File: config.mk
export PLATFORM = sky130hd
export DESIGN_NAME = matrix_addsub_alu_flat
export DESIGN_NICKNAME = d
export VERILOG_FILES = /design/src/rtl/matrix_addsub_alu_if.sv /design/src/rtl/matrix_addsub_alu.sv /design/src/flat_wrapper.sv
export SDC_FILE = /design/constraint.sdc
export NUM_CORES = 2
export LEC_CHECK = 0
export BUFFER_PORTS_ARGS = -buffer_cell sky130_fd_sc_hd__buf_2
export CELL_PAD_IN_SITES_DETAIL_PLACEMENT = 1
export CELL_PAD_IN_SITES_GLOBAL_PLACEMENT = 2
export CORE_MARGIN = 5
export CORE_UTILIZATION = 35
export DETAILED_ROUTE_END_ITERATION = 6
export GPL_TIMING_DRIVEN = 0
export MAX_ROUTING_LAYER = met4
export PLACE_DENSITY_LB_ADDON = 0.05
export SLEW_MARGIN = 20
export SYNTH_ARGS = -nofsm -noshare
export SYNTH_HDL_FRONTEND = slang
export SYNTH_SLANG_ARGS = --single-unit
File: constraint.sdc
create_clock -name Clk -period 6.2 [get_ports Clk]
set_clock_uncertainty 0.2 [all_clocks]
set_input_delay 0.93 -clock Clk [delete_from_list [all_inputs] [get_ports Clk]]
set_output_delay 0.93 -clock Clk [all_outputs]
set_load 0.05 [all_outputs]
File: src/rtl/matrix_addsub_alu_if.sv
// Bus between the execution engine (master) and the matrix add/sub unit (slave).
interface matrix_addsub_alu_if;
  localparam int unsigned ADDR_W = 16;
  localparam int unsigned DATA_W = 256;

  logic [ADDR_W-1:0] address;
  logic              nRead;
  logic              nWrite;
  logic [DATA_W-1:0] ExeDataOut;
  logic [DATA_W-1:0] MatrixDataOut;
  logic              Busy;

  modport master (
    output address, nRead, nWrite, ExeDataOut,
    input  MatrixDataOut, Busy
  );

  modport slave (
    input  address, nRead, nWrite, ExeDataOut,
    output MatrixDataOut, Busy
  );
endinterface

File: src/rtl/matrix_addsub_alu.sv
// Memory-mapped 4x4 element-wise matrix add/subtract unit with a multi-cycle COMPUTE phase.
// Optional feature: define MATRIX_SAT_EN for signed saturation and a sticky overflow flag.
module matrix_addsub_alu #(
  parameter logic [15:0] BASE_ADDR      = 16'h2010,
  parameter int unsigned ELEM_W         = 16,
  parameter int unsigned DIM            = 4,
  parameter int unsigned ROWS_PER_CYCLE = 2
) (
  input  logic                Clk,
  input  logic                Reset,
  matrix_addsub_alu_if.slave  bus
);

  localparam int unsigned DATA_W   = DIM * DIM * ELEM_W;
  localparam int unsigned ROW_W    = (DIM > 1) ? $clog2(DIM) : 1;
  localparam int unsigned LAST_ROW = DIM - ROWS_PER_CYCLE;

  localparam logic [2:0] OFF_SRC1    = 3'd0;
  localparam logic [2:0] OFF_SRC2    = 3'd1;
  localparam logic [2:0] OFF_RESULT  = 3'd2;
  localparam logic [2:0] OFF_CMD_ADD = 3'd3;
  localparam logic [2:0] OFF_CMD_SUB = 3'd4;
  localparam logic [2:0] OFF_STATUS  = 3'd5;

`ifdef MATRIX_SAT_EN
  localparam logic [ELEM_W-1:0] SAT_MAX = {1'b0, {(ELEM_W-1){1'b1}}};
  localparam logic [ELEM_W-1:0] SAT_MIN = {1'b1, {(ELEM_W-1){1'b0}}};
`endif

  typedef enum logic [1:0] {
    S_IDLE    = 2'd0,
    S_COMPUTE = 2'd1,
    S_DONE    = 2'd2
  } state_t;

  state_t              state_q, state_nxt;
  logic [ROW_W-1:0]    row_q, row_nxt;
  logic                sub_q, sub_nxt;
  logic [DATA_W-1:0]   src1_q, src1_nxt;
  logic [DATA_W-1:0]   src2_q, src2_nxt;
  logic [DATA_W-1:0]   result_q, result_nxt;
  logic [DATA_W-1:0]   dout_q, dout_nxt;
  logic                follow_q, follow_nxt;
  logic                busy_q;
  logic                prev_add_q, prev_sub_q;
`ifdef MATRIX_SAT_EN
  logic                ovf_q, ovf_nxt;
`endif

  // Window decode: BASE_ADDR..BASE_ADDR+7
  logic [15:0] offs;
  logic        in_win;
  logic        wr_src1, wr_src2, wr_add, wr_sub, rd_res, rd_stat;
  logic        start_add, start_sub;

  assign offs    = bus.address - BASE_ADDR;
  assign in_win  = (offs[15:3] == 13'd0);
  assign wr_src1 = !bus.nWrite && in_win && (offs[2:0] == OFF_SRC1);
  assign wr_src2 = !bus.nWrite && in_win && (offs[2:0] == OFF_SRC2);
  assign wr_add  = !bus.nWrite && in_win && (offs[2:0] == OFF_CMD_ADD);
  assign wr_sub  = !bus.nWrite && in_win && (offs[2:0] == OFF_CMD_SUB);
  assign rd_res  = !bus.nRead  && in_win && (offs[2:0] == OFF_RESULT);
  assign rd_stat = !bus.nRead  && in_win && (offs[2:0] == OFF_STATUS);

  // Commands fire only on the first cycle of a held strobe
  assign start_add = wr_add && !prev_add_q;
  assign start_sub = wr_sub && !prev_sub_q;

  // Next-state, datapath and read-port logic
  always_comb begin
    logic [DATA_W-1:0] status_w;
    logic [ELEM_W-1:0] a_e, b_e, r_e;
    int unsigned       idx;
`ifdef MATRIX_SAT_EN
    logic signed [ELEM_W:0] a_x, b_x, s_x;
`endif

    state_nxt  = state_q;
    row_nxt    = row_q;
    sub_nxt    = sub_q;
    src1_nxt   = src1_q;
    src2_nxt   = src2_q;
    result_nxt = result_q;
    dout_nxt   = dout_q;
    follow_nxt = 1'b0;
    status_w   = '0;
    a_e        = '0;
    b_e        = '0;
    r_e        = '0;
    idx        = 0;
`ifdef MATRIX_SAT_EN
    ovf_nxt    = ovf_q;
    a_x        = '0;
    b_x        = '0;
    s_x        = '0;
`endif

    case (state_q)
      S_IDLE, S_DONE: begin
        if (wr_src1) src1_nxt = bus.ExeDataOut;
        if (wr_src2) src2_nxt = bus.ExeDataOut;
        if (start_add || start_sub) begin
          state_nxt = S_COMPUTE;
          row_nxt   = '0;
          sub_nxt   = start_sub;
`ifdef MATRIX_SAT_EN
          ovf_nxt   = 1'b0;
`endif
        end
      end
      S_COMPUTE: begin
        for (int g = 0; g < int'(ROWS_PER_CYCLE); g++) begin
          for (int c = 0; c < int'(DIM); c++) begin
            idx = (int'(row_q) + g) * DIM + c;
            a_e = src1_q[idx*ELEM_W +: ELEM_W];
            b_e = src2_q[idx*ELEM_W +: ELEM_W];
`ifdef MATRIX_SAT_EN
            a_x = {a_e[ELEM_W-1], a_e};
            b_x = {b_e[ELEM_W-1], b_e};
            s_x = sub_q ? (a_x - b_x) : (a_x + b_x);
            if (s_x[ELEM_W] != s_x[ELEM_W-1]) begin
              r_e     = s_x[ELEM_W] ? SAT_MIN : SAT_MAX;
              ovf_nxt = 1'b1;
            end else begin
              r_e = s_x[ELEM_W-1:0];
            end
`else
            r_e = sub_q ? (a_e - b_e) : (a_e + b_e);
`endif
            result_nxt[idx*ELEM_W +: ELEM_W] = r_e;
          end
        end
        if (row_q == ROW_W'(LAST_ROW)) begin
          state_nxt = S_DONE;
          row_nxt   = '0;
        end else begin
          row_nxt = row_q + ROW_W'(ROWS_PER_CYCLE);
        end
      end
      default: state_nxt = S_IDLE;
    endcase

    status_w[0] = (state_q == S_COMPUTE);
    status_w[1] = (state_q == S_DONE);
`ifdef MATRIX_SAT_EN
    status_w[2] = ovf_q;
`endif

    // A RESULT read during COMPUTE keeps tracking the register until the op lands
    if (rd_res) begin
      dout_nxt = result_nxt;
    end else if (rd_stat) begin
      dout_nxt = status_w;
    end else if (follow_q && (state_q == S_COMPUTE)) begin
      dout_nxt = result_nxt;
    end
    follow_nxt = (state_q == S_COMPUTE) && (rd_res || (follow_q && !rd_stat));
  end

  // State and datapath registers
  always_ff @(posedge Clk) begin
    if (Reset) begin
      state_q    <= S_IDLE;
      row_q      <= '0;
      sub_q      <= 1'b0;
      src1_q     <= '0;
      src2_q     <= '0;
      result_q   <= '0;
      dout_q     <= '0;
      follow_q   <= 1'b0;
      busy_q     <= 1'b0;
      prev_add_q <= 1'b0;
      prev_sub_q <= 1'b0;
`ifdef MATRIX_SAT_EN
      ovf_q      <= 1'b0;
`endif
    end else begin
      state_q    <= state_nxt;
      row_q      <= row_nxt;
      sub_q      <= sub_nxt;
      src1_q     <= src1_nxt;
      src2_q     <= src2_nxt;
      result_q   <= result_nxt;
      dout_q     <= dout_nxt;
      follow_q   <= follow_nxt;
      busy_q     <= (state_nxt == S_COMPUTE);
      prev_add_q <= wr_add;
      prev_sub_q <= wr_sub;
`ifdef MATRIX_SAT_EN
      ovf_q      <= ovf_nxt;
`endif
    end
  end

  assign bus.MatrixDataOut = dout_q;
  assign bus.Busy          = busy_q;

endmodule

File: src/flat_wrapper.sv
// flat-port wrapper written by rule: the top's interface ports become plain ports
module matrix_addsub_alu_flat 
#(
  parameter logic [15:0] BASE_ADDR      = 16'h2010,
  parameter int unsigned ELEM_W         = 16,
  parameter int unsigned DIM            = 4,
  parameter int unsigned ROWS_PER_CYCLE = 2
)
  (Clk, Reset, bus_address, bus_nRead, bus_nWrite, bus_ExeDataOut, bus_MatrixDataOut, bus_Busy);
  matrix_addsub_alu_if bus_i ();
  input  logic Clk;
  input  logic Reset;
  input wire logic [$bits(bus_i.address)-1:0] bus_address;
  input wire logic [$bits(bus_i.nRead)-1:0] bus_nRead;
  input wire logic [$bits(bus_i.nWrite)-1:0] bus_nWrite;
  input wire logic [$bits(bus_i.ExeDataOut)-1:0] bus_ExeDataOut;
  output wire logic [$bits(bus_i.MatrixDataOut)-1:0] bus_MatrixDataOut;
  output wire logic [$bits(bus_i.Busy)-1:0] bus_Busy;
  assign bus_i.address = bus_address;
  assign bus_i.nRead = bus_nRead;
  assign bus_i.nWrite = bus_nWrite;
  assign bus_i.ExeDataOut = bus_ExeDataOut;
  assign bus_MatrixDataOut = bus_i.MatrixDataOut;
  assign bus_Busy = bus_i.Busy;
  matrix_addsub_alu #(.BASE_ADDR(BASE_ADDR), .ELEM_W(ELEM_W), .DIM(DIM), .ROWS_PER_CYCLE(ROWS_PER_CYCLE)) u_core (.Clk(Clk), .Reset(Reset), .bus(bus_i));
endmodule
==> impl_metrics.ini <==
[cells_and_area]
finalNetCount = 6634
final_layout_size_suffix_gt1_share_pct = 17.3
final_common_cell = sky130_fd_sc_hd__nand2_1
layout.cells.most_common_list = sky130_fd_sc_hd__nand2_1, sky130_fd_sc_hd__dfxtp_1, sky130_fd_sc_hd__a21oi_1, sky130_fd_sc_hd__buf_2, sky130_fd_sc_hd__nor2_1
synthToLayoutAreaGrowth_pct = 20.0

[worst_setup_path]
setup.worst_path.class = reg2reg
crit_path_end_kind = flip-flop
critical_path.top_delay_family = buffers and inverters
worst_setup_path_start_kind = flip-flop
worst_ep_arrival_time_ns = 6.70
crit_fanout = 20
worst-endpoint-required_ns = 6.66
critical_path.n_buffers_inverters = 6
worstPathCellList = buf_6 -> buf_4 -> buf_4 -> buf_6 -> clkbuf_4 -> buf_2 -> mux2_2 -> ha_1 -> o21ai_0 -> nor2b_1 -> a41o_1 -> o21bai_1 -> xnor2_1 -> o21ai_0 -> a22o_1
cp_slowest_stage_delay_ns = 0.80
r2r_setup_slack_ns = -0.03
crit_path_top_delay_cell = sky130_fd_sc_hd__xnor2_1

[clock_network]
maximum_number_of_buffers_from_clock_root_to_sink = 3
total_number_of_h_tree_levels = 3
postCtsHoldBufs = 0
tritoncts.num_buffers = 115
clk_pin_slew_ns = 0.07
root_buffer = sky130_fd_sc_hd__clkbuf_16
clock_tree_from_tritoncts = built
cts_sinks = 1032
worstSkewPairLatency_ns = 0.78

[pwr]
design_power_total_mw = 14.0
power.net_switching_mw = 3.27
internal_power_mw = 10.7
comb_power_share_pct = 2.7
power_density_nw_per_um2 = 251
clock_power_share_pct = 50.0
irDropWorstVdd_v = 0.000244
sw_frac_of_total_pct = 23.3
power_frac_seq_pct = 47.3
leakage_nw = 21.2

[synthesis]
yosys.area_share.simple_pct = 18.9
synth_compound_gate_area_share_pct = 18.4
yosysWarningCount = 0
post_synth_top_area_cell = sky130_fd_sc_hd__dfxtp_1
synth_cell_types = 85
synth_top_family_by_area = simple AND/OR/NAND/NOR gates
synth-xor-area-share_pct = 4.12
synth_area_in_adders_pct = 3.84
synth_area_um2 = 46500
synth-seq-area-share_pct = 44.4
synth_async_sr_flop_share_pct = 0
postSynthAreaPerCell_um2 = 8.35
ys_dominant_reg_cell = sky130_fd_sc_hd__dfxtp_1
synth.mux.area_fraction_pct = 6.24
yosys.area.top_type_share_pct = 44.4
synthesis.nets = 5985
ys_ff_latch = 1032
synth_area_leaders = sky130_fd_sc_hd__dfxtp_1, sky130_fd_sc_hd__nand2_1, sky130_fd_sc_hd__a21oi_1, sky130_fd_sc_hd__mux2i_1, sky130_fd_sc_hd__ha_1
netlist_instances = 5571
synth_edf_count = 0

[timing]
fin_crit_ns = 6.23
tns_ns = -0.0437
worst_pin_slew_ns = 1.23
finalHoldWorstSlack_ns = 0.208
final_hold_viol_count = 0
unrepaired_setup_endpoints_after_global_routing = yes
achievable-frequency_ghz = 0.160
worst_slack_ns = -0.0341
worst_slew_margin_rel_pct = 18.1
slew_violations = 0
setup_viol = 2
period_share_pct = 101

[floorplan]
num_io_pins = 533
die_height_um = 375
placeableCoreArea_um2 = 132000
dieArea_um2 = 140000
initial_utilization_pct = 35.3
number_of_rows_in_the_core_area = 133
chipWidth_um = 375

[place]
globalplace.congestion = 0.930
io_buffers = 530
hpwl_mm = 180

[global_routing]
grt_overflow = 0
grt_first_pass_wirelength_mm = 322
grt_max_degree = 20
global_route_usage_sum_pct = 32.4
grt_pass1_vias = 43300
antenna_found_initial = 46

[detailed_routing]
detail-route-antenna-nets = 0
drc_errors = 0
drt_wl_total_mm = 230
wl_per_cell_um = 28.4
via_count_of_the_routed_design = 44100
first_iter_violations = 3745
first_pass_iters = 5
vias_per_cell = 5.45

[outcome]
run_status = finished with violations
violations = negative setup slack

[run]
max_cap_violations = 0

[worst_hold_path]
hp-class = in2reg
[power groups by stage]
stage               Sequential, mW  Combinational (mW)  Clock, mW
global route                  6.63               0.395       7.37
floorplan                     6.78               0.110          0
finish                        6.63               0.379       7.01
CTS                           6.63               0.378       7.10
global placement              6.78               0.374          0
detailed placement            6.78               0.376          0
[repair_timing]
action | CTS | global route
pin swaps | 4 | 3
cloned | 0 | 0
resized for setup | 81 | 18
setup endpoints to repair | 508 | 133
buffers inserted | 1 | 1
[cell type report]
class	count	area (µm²)
fill	15900	76000
multi-input combinational	4124	24300
sequential	1032	20700
clock buffer	175	3350
timing repair buffer	535	2760
tap	1755	2200
buffer	371	1870
clock inverter	31	470
inverter	41	154
antenna	23	57.6
[kinds of logic after synthesis]
family,count (synthesis)
AO/OA/AOI/OAI,1409
XOR/XNOR,219
flip-flops,1032
buffers and inverters,415
adder cells (fa/ha/maj),138
multiplexers,276
AND/OR/NAND/NOR,2082
[cells in the mapped netlist (8+ instances only)]
library cell and instances:
sky130_fd_sc_hd__nand2_1 1398, sky130_fd_sc_hd__dfxtp_1 1032, sky130_fd_sc_hd__a21oi_1 767, sky130_fd_sc_hd__nor2_1 322, sky130_fd_sc_hd__clkbuf_1 182, sky130_fd_sc_hd__a22o_1 174, sky130_fd_sc_hd__mux2i_1 164, sky130_fd_sc_hd__buf_2 154
sky130_fd_sc_hd__o21ai_0 142, sky130_fd_sc_hd__ha_1 130, sky130_fd_sc_hd__xnor2_1 116, sky130_fd_sc_hd__mux2_2 112, sky130_fd_sc_hd__xor2_1 103, sky130_fd_sc_hd__nor3_1 74, sky130_fd_sc_hd__nor2b_1 70, sky130_fd_sc_hd__nand2b_1 50
sky130_fd_sc_hd__a211oi_1 47, sky130_fd_sc_hd__inv_1 41, sky130_fd_sc_hd__o31ai_1 40, sky130_fd_sc_hd__a31oi_1 31, sky130_fd_sc_hd__a21o_1 30, sky130_fd_sc_hd__o21a_1 26, sky130_fd_sc_hd__nand3_1 25, sky130_fd_sc_hd__nand3b_1 24
sky130_fd_sc_hd__o22ai_1 24, sky130_fd_sc_hd__o21ai_1 20, sky130_fd_sc_hd__o32ai_1 17, sky130_fd_sc_hd__or3_1 16, sky130_fd_sc_hd__nor4_1 15, sky130_fd_sc_hd__buf_4 14, sky130_fd_sc_hd__nor3b_1 13, sky130_fd_sc_hd__a211o_1 12
sky130_fd_sc_hd__buf_6 12, sky130_fd_sc_hd__and3_1 11, sky130_fd_sc_hd__buf_1 11, sky130_fd_sc_hd__or2_2 11, sky130_fd_sc_hd__nor4b_1 10, sky130_fd_sc_hd__and2_1 9, sky130_fd_sc_hd__o32a_1 9, sky130_fd_sc_hd__fa_1 8
sky130_fd_sc_hd__o311ai_0 8
[through the flow]
step | worst slack [ns] | std cells | area [µm²] | util [%]
floorplan | 1.01 | 5571 | 46500 | -
global placement | -3.17 | 7856 | 51400 | 39.0
detailed placement | -2.99 | 7859 | 51500 | 39.0
CTS | 0.00129 | 8064 | 55700 | 42.2
global route | -0.0114 | 8077 | 55800 | 42.3
finish | -0.0341 | 8087 | 55800 | 42.3
[path summary, 6_finish.rpt]
check / end / startpoint / cells after the start
worst max-delay path: u_core.bus.MatrixDataOut[41] / u_core.row_q[1] / 15
worst min-delay path: u_core.src2_q[197] / bus_ExeDataOut[197] / 3
worst max register to register: u_core.bus.MatrixDataOut[41] / u_core.row_q[1] / 15
worst min register to register: u_core.bus.MatrixDataOut[74] / u_core.bus.MatrixDataOut[74] / 2
[routing by layer]
layer  vias up  global-route usage [%]  routed length [µm]
li1      20500                       -                   -
met1     21900                    44.9              107000
met2      1460                    49.6              101000
met3       265                    5.23               15500
met4         0                    7.77                5900
met5         -                       -                   0
[worst min-delay path, stage by stage]
cell and delay [ns]:
sky130_fd_sc_hd__buf_2 0.10, sky130_fd_sc_hd__nand2_1 0.05, sky130_fd_sc_hd__a21oi_1 0.05
[flip-flops by register name, indices dropped and copies added, names as in the netlist]
register                  cells
u_core.bus.Busy               1
u_core.prev_sub_q             1
u_core.sub_q                  1
u_core.row_q                  1
u_core.bus.MatrixDataOut    256
u_core.follow_q               1
u_core.src1_q               256
u_core.prev_add_q             1
u_core.src2_q               256
u_core.state_q                2
u_core.result_q             256
Power figures use the tool's default switching activity.
